===== config.mk =====
export PLATFORM = sky130hd
export DESIGN_NAME = output_buffer_load_ctrl
export DESIGN_NICKNAME = d
export VERILOG_FILES = /design/src/rtl/output_buffer_load_ctrl.sv
export SDC_FILE = /design/constraint.sdc
export NUM_CORES = 1
export LEC_CHECK = 0
export CAP_MARGIN = 5
export CORE_ASPECT_RATIO = 1.25
export CORE_MARGIN = 2
export CORE_UTILIZATION = 50
export DETAILED_ROUTE_END_ITERATION = 16
export PLACE_DENSITY = 0.75
export SLEW_MARGIN = 20
export SYNTH_ARGS = -nofsm -noshare
export SYNTH_HDL_FRONTEND = slang
export SYNTH_SLANG_ARGS = --single-unit

===== constraint.sdc =====
create_clock -name clk_i -period 2.26 [get_ports clk_i]
set_input_delay 0.339 -clock clk_i [delete_from_list [all_inputs] [get_ports clk_i]]
set_output_delay 0.339 -clock clk_i [all_outputs]
set_load 0.05 [all_outputs]

===== src/rtl/output_buffer_load_ctrl.sv =====
// -----------------------------------------------------------------------------
// output_buffer_load_ctrl
// Sequences one output-buffer transaction: write strobes, an optional
// shift/accumulate phase, then a word-by-word load handed to the RISC-V side
// through a valid/ready handshake.
//
// Ports
//   clk_i               clock, all state changes on the rising edge
//   rst_i               synchronous active-high reset
//   start_i             request one sequence (accepted only in IDLE)
//   mode_i[1:0]         1 = read, 2/3 = PIM, 0 = illegal (error pulse)
//   shift_len_i[3:0]    shift cycles for PIM mode (0 -> 1, clamps to MAX_SHIFT)
//   abort_i             cancel the running sequence
//   word_ready_i        RISC-V side accepts the presented word
//   buf_write_en_*_o    output-buffer write strobes
//   shift_counter_en_o  shift/accumulate enable
//   load_en_o           load strobe
//   load_cnt_o[5:0]     index of the word being loaded
//   before_load_mode_o  mode latched at start (0 in IDLE)
//   word_valid_o        presented word is valid
//   busy_o              high in any non-IDLE state
//   done_o              one-cycle completion pulse
//   err_o               one-cycle pulse on an illegal start
// -----------------------------------------------------------------------------
module output_buffer_load_ctrl #(
   parameter int unsigned NUM_GROUPS = 32,
   parameter int unsigned MAX_SHIFT  = 8
) (
   input  logic       clk_i,
   input  logic       rst_i,
   input  logic       start_i,
   input  logic [1:0] mode_i,
   input  logic [3:0] shift_len_i,
   input  logic       abort_i,
   input  logic       word_ready_i,
   output logic       buf_write_en_0_o,
   output logic       buf_write_en_1_o,
   output logic       buf_write_en_2_o,
   output logic       shift_counter_en_o,
   output logic       load_en_o,
   output logic [5:0] load_cnt_o,
   output logic [1:0] before_load_mode_o,
   output logic       word_valid_o,
   output logic       busy_o,
   output logic       done_o,
   output logic       err_o
);

   localparam int unsigned IDX_W  = 6;
   localparam int unsigned SLEN_W = 4;
   localparam logic [IDX_W-1:0]  LAST_PIM    = IDX_W'(NUM_GROUPS - 1);
   localparam logic [SLEN_W-1:0] MAX_SHIFT_L = SLEN_W'(MAX_SHIFT);

   typedef enum logic [2:0] {
      S_IDLE  = 3'd0,
      S_WR0   = 3'd1,
      S_WR1   = 3'd2,
      S_WR2   = 3'd3,
      S_SHIFT = 3'd4,
      S_LOAD  = 3'd5,
      S_DONE  = 3'd6
   } state_t;

   state_t            state_q, state_d;
   logic [IDX_W-1:0]  idx_q, idx_d;
   logic [1:0]        mode_q, mode_d;
   logic [SLEN_W-1:0] slen_q, slen_d;
   logic [SLEN_W-1:0] scnt_q, scnt_d;

   logic              buf_write_en_0_q, buf_write_en_0_d;
   logic              buf_write_en_1_q, buf_write_en_1_d;
   logic              buf_write_en_2_q, buf_write_en_2_d;
   logic              shift_counter_en_q, shift_counter_en_d;
   logic              load_en_q, load_en_d;
   logic [IDX_W-1:0]  load_cnt_q, load_cnt_d;
   logic [1:0]        before_load_mode_q, before_load_mode_d;
   logic              word_valid_q, word_valid_d;
   logic              busy_q, busy_d;
   logic              done_q, done_d;
   logic              err_q, err_d;

   logic [SLEN_W-1:0] slen_clamp;
   logic [IDX_W-1:0]  last_idx;
   logic              xfer;

   // Shift length as used by the sequence: zero means one cycle, large values saturate.
   assign slen_clamp = (shift_len_i == '0)         ? SLEN_W'(1)  :
                       (shift_len_i > MAX_SHIFT_L) ? MAX_SHIFT_L : shift_len_i;

   // Read mode loads a single word; PIM modes load one word per group.
   assign last_idx = (mode_q == 2'd1) ? '0 : LAST_PIM;

   // word_valid_q is high exactly in LOAD, so this is the handshake.
   assign xfer = (state_q == S_LOAD) && word_ready_i;

   // State, counters and registered outputs.
   always_ff @(posedge clk_i) begin
      if (rst_i) begin
         state_q            <= S_IDLE;
         idx_q              <= '0;
         mode_q             <= '0;
         slen_q             <= '0;
         scnt_q             <= '0;
         buf_write_en_0_q   <= 1'b0;
         buf_write_en_1_q   <= 1'b0;
         buf_write_en_2_q   <= 1'b0;
         shift_counter_en_q <= 1'b0;
         load_en_q          <= 1'b0;
         load_cnt_q         <= '0;
         before_load_mode_q <= '0;
         word_valid_q       <= 1'b0;
         busy_q             <= 1'b0;
         done_q             <= 1'b0;
         err_q              <= 1'b0;
      end else begin
         state_q            <= state_d;
         idx_q              <= idx_d;
         mode_q             <= mode_d;
         slen_q             <= slen_d;
         scnt_q             <= scnt_d;
         buf_write_en_0_q   <= buf_write_en_0_d;
         buf_write_en_1_q   <= buf_write_en_1_d;
         buf_write_en_2_q   <= buf_write_en_2_d;
         shift_counter_en_q <= shift_counter_en_d;
         load_en_q          <= load_en_d;
         load_cnt_q         <= load_cnt_d;
         before_load_mode_q <= before_load_mode_d;
         word_valid_q       <= word_valid_d;
         busy_q             <= busy_d;
         done_q             <= done_d;
         err_q              <= err_d;
      end
   end

   // Next state and counters; abort overrides everything outside IDLE.
   always_comb begin
      state_d = state_q;
      idx_d   = idx_q;
      mode_d  = mode_q;
      slen_d  = slen_q;
      scnt_d  = scnt_q;
      err_d   = 1'b0;

      if ((state_q != S_IDLE) && abort_i) begin
         state_d = S_IDLE;
         idx_d   = '0;
         mode_d  = '0;
         scnt_d  = '0;
      end else begin
         case (state_q)
            S_IDLE: begin
               if (start_i && !abort_i) begin
                  if (mode_i == 2'd0) begin
                     err_d = 1'b1;
                  end else begin
                     mode_d  = mode_i;
                     slen_d  = slen_clamp;
                     idx_d   = '0;
                     scnt_d  = '0;
                     state_d = (mode_i == 2'd1) ? S_WR0 : S_WR1;
                  end
               end
            end
            S_WR0:   state_d = S_LOAD;
            S_WR1:   state_d = S_WR2;
            S_WR2:   state_d = S_SHIFT;
            S_SHIFT: begin
               if (scnt_q == slen_q - SLEN_W'(1)) begin
                  state_d = S_LOAD;
                  scnt_d  = '0;
               end else begin
                  scnt_d = scnt_q + SLEN_W'(1);
               end
            end
            S_LOAD: begin
               if (xfer) begin
                  if (idx_q == last_idx) begin
                     state_d = S_DONE;
                  end else begin
                     idx_d = idx_q + IDX_W'(1);
                  end
               end
            end
            S_DONE: begin
               state_d = S_IDLE;
               idx_d   = '0;
               mode_d  = '0;
            end
            default: begin
               state_d = S_IDLE;
               idx_d   = '0;
               mode_d  = '0;
               scnt_d  = '0;
            end
         endcase
      end
   end

   // Moore decode of the upcoming state so outputs land in the same cycle as it.
   always_comb begin
      buf_write_en_0_d   = 1'b0;
      buf_write_en_1_d   = 1'b0;
      buf_write_en_2_d   = 1'b0;
      shift_counter_en_d = 1'b0;
      load_en_d          = 1'b0;
      load_cnt_d         = '0;
      before_load_mode_d = '0;
      word_valid_d       = 1'b0;
      busy_d             = 1'b0;
      done_d             = 1'b0;

      if (state_d != S_IDLE) begin
         busy_d             = 1'b1;
         before_load_mode_d = mode_d;
      end

      case (state_d)
         S_WR0:   buf_write_en_0_d   = 1'b1;
         S_WR1:   buf_write_en_1_d   = 1'b1;
         S_WR2:   buf_write_en_2_d   = 1'b1;
         S_SHIFT: shift_counter_en_d = 1'b1;
         S_LOAD: begin
            load_en_d    = 1'b1;
            word_valid_d = 1'b1;
            load_cnt_d   = idx_d;
         end
         S_DONE:  done_d = 1'b1;
         default: ;
      endcase
   end

   assign buf_write_en_0_o   = buf_write_en_0_q;
   assign buf_write_en_1_o   = buf_write_en_1_q;
   assign buf_write_en_2_o   = buf_write_en_2_q;
   assign shift_counter_en_o = shift_counter_en_q;
   assign load_en_o          = load_en_q;
   assign load_cnt_o         = load_cnt_q;
   assign before_load_mode_o = before_load_mode_q;
   assign word_valid_o       = word_valid_q;
   assign busy_o             = busy_q;
   assign done_o             = done_q;
   assign err_o              = err_q;

endmodule


==> results_dict.tcl, run 1 <==
set metrics [dict create \
    timing.fmax_ghz 0.4736 \
    clk_pin_slew_ns 0.07 \
    die_h_um 70.04 \
    cp-startpoint "slen_q[0]" \
    via_count 1497 \
    mostFrequentLayoutCell "dfxtp_1" \
    gr-usage-all-layers 0.2099 \
    fin_crit_ns 2.111 \
    synthCells 188 \
    multiInputGateArea_um2 985.9 \
    drive_above_1_share 0.1187 \
    fin_nets 232 \
    startpoint_type "register" \
    p_total_uw 1258 \
    coreArea_um2 3423 \
    grt_overflow 0 \
    ant_nets 0 \
    p_leak_uw 0.0007953 \
    fin_skew_ns 0.008020 \
    ios 28 \
    yosys-top-cells-area "dfxtp_1 40%, nor2_1 4.5%, a21oi_1 4.0%" \
    post_drt_wl_per_cell_um 14.72 \
    hpwl_um 3001 \
    row_count 24 \
    gp_congestion 0.8584 \
    end_kind "register" \
    min_path_type "reg -> reg" \
    initial_core_util 0.5095 \
    fin_cells 258 \
    die_w_um 56.83 \
    rsz0062_at_grt "no" \
    path_max_fanout 5 \
    synth.distinct_cells 56 \
    route.detailed.drc 0 \
    first_global_vias 1531 \
    nFillCells 304 \
    finalCritPeriodShare 0.9343 \
    reg2reg_slack_ns 0.15 \
    vdd.ir_drop.worst_mv 0.5043 \
    synth_seq_cells 35 \
    cts_buffers 5 \
    grt_first_pass_wirelength_um 6582 \
    max_slew.worst_pin.slew_ns 0.5089 \
    ctsResizeCount 0 \
    layout_common_cells "35 x dfxtp_1, 27 x clkdlybuf4s50_1, 21 x nor2_1" \
    hold_viol 0 \
    cts_setup_buffers 0 \
    seqCellArea_um2 700.7 \
    diodes 0 \
    fin_tns_setup_ns 0 \
    grt_max_degree 18 \
    antenna_found_initial 0 \
    postSynth.asyncResetShare 0 \
    synth_area_leader_cell "dfxtp_1" \
    cp.required_ns 2.47 \
    syn_nets 202 \
    cts.sinks 35 \
    worst-setup-path-type "reg -> reg" \
    worst_ep_arrival_time_ns 2.32 \
    synth-seq-area-share 0.4017 \
    vias_per_cell 5.802 \
    clock_latency_ns 0.29 \
    syn_to_final_growth_pct 22.45 \
    powerDensity_nw_per_um2 588.8 \
    dr.pass1.iters 4 \
    setup_viol 0 \
    clockBufferDepth 2 \
    routed_wirelength_um 3798 \
    holdCritStartpoint "scnt_q[1]" \
    drtIter0Drc 35 \
    die-area_um2 3980 \
    maxSlewViolCount 0 \
    ctsHoldBuffers 0 \
    cts_tree "done" \
    synth_edf_count 0 \
    dp.cells 250 \
    cap_violations 0 \
    io_buffer_count 27 \
    status "finished clean" \
    avgSynthCellArea_um2 9.278 \
    slew_headroom 0.6592 \
    syn_area_um2 1744 \
    rr_startpoint "slen_q[0]" \
    synth_top_area_share 0.4017 \
    synth_ff_type "dfxtp_1" \
    htree_levels 2 \
    root_buffer "clkbuf_8" \
    ys_warn_count 0 \
]
stage by stage:
stage / util / instance area [um^2] / hold slack (ns) / setup slack, ns
final: 0.6239 / 2136 / 0.5025 / 0.1486
after CTS: 0.6239 / 2136 / 0.5090 / 0.1192
after global placement: 0.5991 / 2051 / 0.4892 / 0.1687
after global routing: 0.6239 / 2136 / 0.5475 / 0.02957
after floorplan: - / 1744 / 0.4669 / 0.4188
after detailed placement: 0.5991 / 2051 / 0.4993 / 0.1346
layer usage:
| metal | vias to the layer above | share of wire | wire length (um) | global-route usage |
|---|---|---|---|---|
| met5 | - | 0 | 0 | 0 |
| met4 | 0 | 0.039 | 149 | 0.1111 |
| met3 | 13 | 0.035 | 132 | 0.05741 |
| met2 | 34 | 0.56 | 2144 | 0.3902 |
| met1 | 706 | 0.36 | 1371 | 0.2049 |
| li1 | 744 | - | - | - |
report_power, final:
part           switching [uW]  internal, uW
clock network             220           215
logic                    99.9          75.8
registers                15.3           632
total                     335           923
cells in the mapped netlist (3+ instances only):
library cell / count
nor3_2: 3
nand2_1: 9
xnor2_1: 5
a31oi_1: 6
nor2_1: 21
dfxtp_1: 35
nand2b_1: 5
or3_1: 5
buf_2: 4
nor3_1: 3
nor2b_1: 5
and4_1: 3
nand3_1: 4
o21a_1: 3
ha_1: 3
a21oi_1: 14
inv_1: 6
and3_1: 6
nor3b_1: 3
o21ai_0: 3
registers in the layout (all words and copies together) (netlist names):
name,count
before_load_mode_o,2
shift_counter_en_o,1
scnt_q,4
buf_write_en_2_o,1
err_o,1
buf_write_en_0_o,1
state_q,3
load_cnt_o,6
done_o,1
idx_q,6
slen_q,4
busy_o,1
buf_write_en_1_o,1
word_valid_o,1
mode_q,2
worst max-delay path: stages (launching register included):
cell	delay (ns)
dfxtp_1	0.40
inv_1	0.06
ha_1	0.20
xnor2_1	0.33
o2111ai_1	0.23
a2111oi_4	0.46
o31ai_4	0.15
nor3b_1	0.21
final cells by class:
type                            count  share of cell area
Clock buffer                        6             0.03398
Sequential cell                    35              0.3281
Clock inverter                      2            0.005858
Inverter                            6             0.01054
Tap cell                           39             0.02285
Timing Repair Buffer               30              0.1371
Multi-Input combinational cell    140              0.4616
cell families (layout without fill, tap and decap cells):
family	count (synthesis)	after routing	share of synthesized area
fa+ha+maj	3	3	0.02152
buf+inv	13	44	0.03300
mux	2	2	0.01219
xor+xnor	6	6	0.03013
simple gates	81	81	0.2805
flops	35	35	0.4017
compound gates	48	48	0.2209
path summary, 6_finish.rpt:
check | endpoint | cells after the start
worst max register to register | buf_write_en_0_o | 7
worst min-delay path | scnt_q[1] | 2
worst max-delay path | buf_write_en_0_o | 7
worst min register to register | scnt_q[1] | 2
Note: power is estimated with default switching activity, not from simulation.
==> run 2: changes to the inputs <==
Settings changed: MAX_ROUTING_LAYER from default to met4.
==> run 2 against run 1 <==
  * Wire length up 0.26%
  * Largest cell class unchanged
  * Critical path type unchanged
  * Non-clock buffer count unchanged
  * Sequential power about the same
==> results_dict.tcl, run 2 (synthesis gave the netlist of run 1 again) <==
set metrics [dict create \
    status "finished clean" \
    fin_nets 232 \
    ios 28 \
    die_h_um 70.04 \
    rsz0062_at_grt "no" \
    ant_nets 0 \
    initial_core_util 0.5095 \
    switchingPower_uw 335.2 \
    layout_common_cells "35 x dfxtp_1, 27 x clkdlybuf4s50_1, 21 x nor2_1" \
    hold_depth 2 \
    row_count 24 \
    end_kind "register" \
    cts_setup_buffers 0 \
    nFillCells 304 \
    cp-startpoint "slen_q[0]" \
    clk_pin_slew_ns 0.07 \
    timing.fmax_ghz 0.4735 \
    slew_headroom 0.6478 \
    startpoint_type "register" \
    io_buffer_count 27 \
    fin_tns_setup_ns 0 \
    die-area_um2 3980 \
    finalCritPeriodShare 0.9346 \
    fin_ws_ns 0.1479 \
    seq_power_share 0.514 \
    gr-usage-all-layers 0.2164 \
    worst-setup-path-type "reg -> reg" \
    hold_viol 0 \
    powerDensity_nw_per_um2 588.9 \
    design_area_um2 2136 \
    setup_viol 0 \
    hpwl_um 3001 \
    antenna_found_initial 0 \
    fin_skew_ns 0.007906 \
    die_w_um 56.83 \
    post_drt_wl_per_cell_um 14.76 \
    drive_above_1_share 0.1187 \
    fin_crit_ns 2.112 \
    p_clk_frac 0.346 \
    gp_congestion 0.8721 \
    via_count 1499 \
    clockBufferDepth 2 \
    coreArea_um2 3423 \
    grt_overflow 0 \
    reg2regPathDepth 7 \
    mostFrequentLayoutCell "dfxtp_1" \
    p_leak_uw 0.0007953 \
    combPwrFrac 0.140 \
    syn_to_final_growth_pct 22.45 \
    final_util 0.6239 \
    route.detailed.drc 0 \
    swShare 0.2665 \
    root_buffer "clkbuf_8" \
    cts_tree "done" \
    reg2reg_slack_ns 0.15 \
    dr.pass1.iters 4 \
    htree_levels 2 \
    grt_first_pass_wirelength_um 6596 \
    seqCellArea_um2 700.7 \
    worst_ep_arrival_time_ns 2.32 \
    fin_cells 258 \
    cts_buffers 5 \
    rr_startpoint "slen_q[0]" \
    place_ws_ns 0.1346 \
    first_global_vias 1527 \
    grt_max_degree 18 \
    max_slew.worst_pin.slew_ns 0.5276 \
    cts.sinks 35 \
    maxSlewViolCount 0 \
    r2r-end "buf_write_en_0_o" \
    clock_latency_ns 0.29 \
    vdd.ir_drop.worst_mv 0.5038 \
    cap_violations 0 \
    multiInputGateArea_um2 985.9 \
    place_area_um2 2051 \
    crit_end "buf_write_en_0_o" \
    diodes 0 \
    drtIter0Drc 39 \
    min_path_type "reg -> reg" \
    dp.cells 250 \
    ctsHoldBuffers 0 \
    routed_wirelength_um 3808 \
    ctsResizeCount 0 \
    cp.required_ns 2.47 \
    path_max_fanout 5 \
    p_int_uw 922.5 \
    vias_per_cell 5.810 \
]
==> run 2: worst min path at each step <==
stage | from | end | slack [ns]
after detailed placement | scnt_q[1] | scnt_q[1] | 0.50
final | scnt_q[1] | scnt_q[1] | 0.50
after CTS | scnt_q[1] | scnt_q[1] | 0.51
after floorplan | rst_i | state_q[2] | 0.47
after global routing | scnt_q[1] | scnt_q[1] | 0.55
after global placement | scnt_q[3] | scnt_q[3] | 0.49
==> run 2: per-layer routing <==
| layer | wire length (um) | GRT usage |
|---|---|---|
| met5 | 0 | - |
| met4 | 131 | 0.1111 |
| met3 | 133 | 0.05741 |
| met2 | 2162 | 0.3902 |
| met1 | 1381 | 0.2073 |
==> run 2: area by class of cell <==
type / count / share of cell area
Tap cell: 39 / 0.02285
Clock buffer: 6 / 0.03398
Sequential cell: 35 / 0.3281
Timing Repair Buffer: 30 / 0.1371
Clock inverter: 2 / 0.005858
Inverter: 6 / 0.01054
Multi-Input combinational cell: 140 / 0.4616
==> run 2: worst max-delay path, cell delays in order (launching register included) <==
cell and delay [ns]:
dfxtp_1 0.40, inv_1 0.06, ha_1 0.20, xnor2_1 0.33
o2111ai_1 0.23, a2111oi_4 0.46, o31ai_4 0.15, nor3b_1 0.21
==> run 2: through the flow <==
stage               hold WS [ns]  total power [uW]
finish                    0.5025              1258
CTS                       0.5090              1268
global placement          0.4892             831.8
floorplan                 0.4669             779.4
global route              0.5475              1317
detailed placement        0.4993             836.6
==> run 2: power groups by stage <==
stage | Combinational [uW] | Clock [uW] | Sequential [uW]
CTS | 176 | 445 | 647
floorplan | 105 | 0 | 674
global placement | 171 | 0 | 661
finish | 176 | 435 | 647
detailed placement | 175 | 0 | 661
global route | 191 | 477 | 648
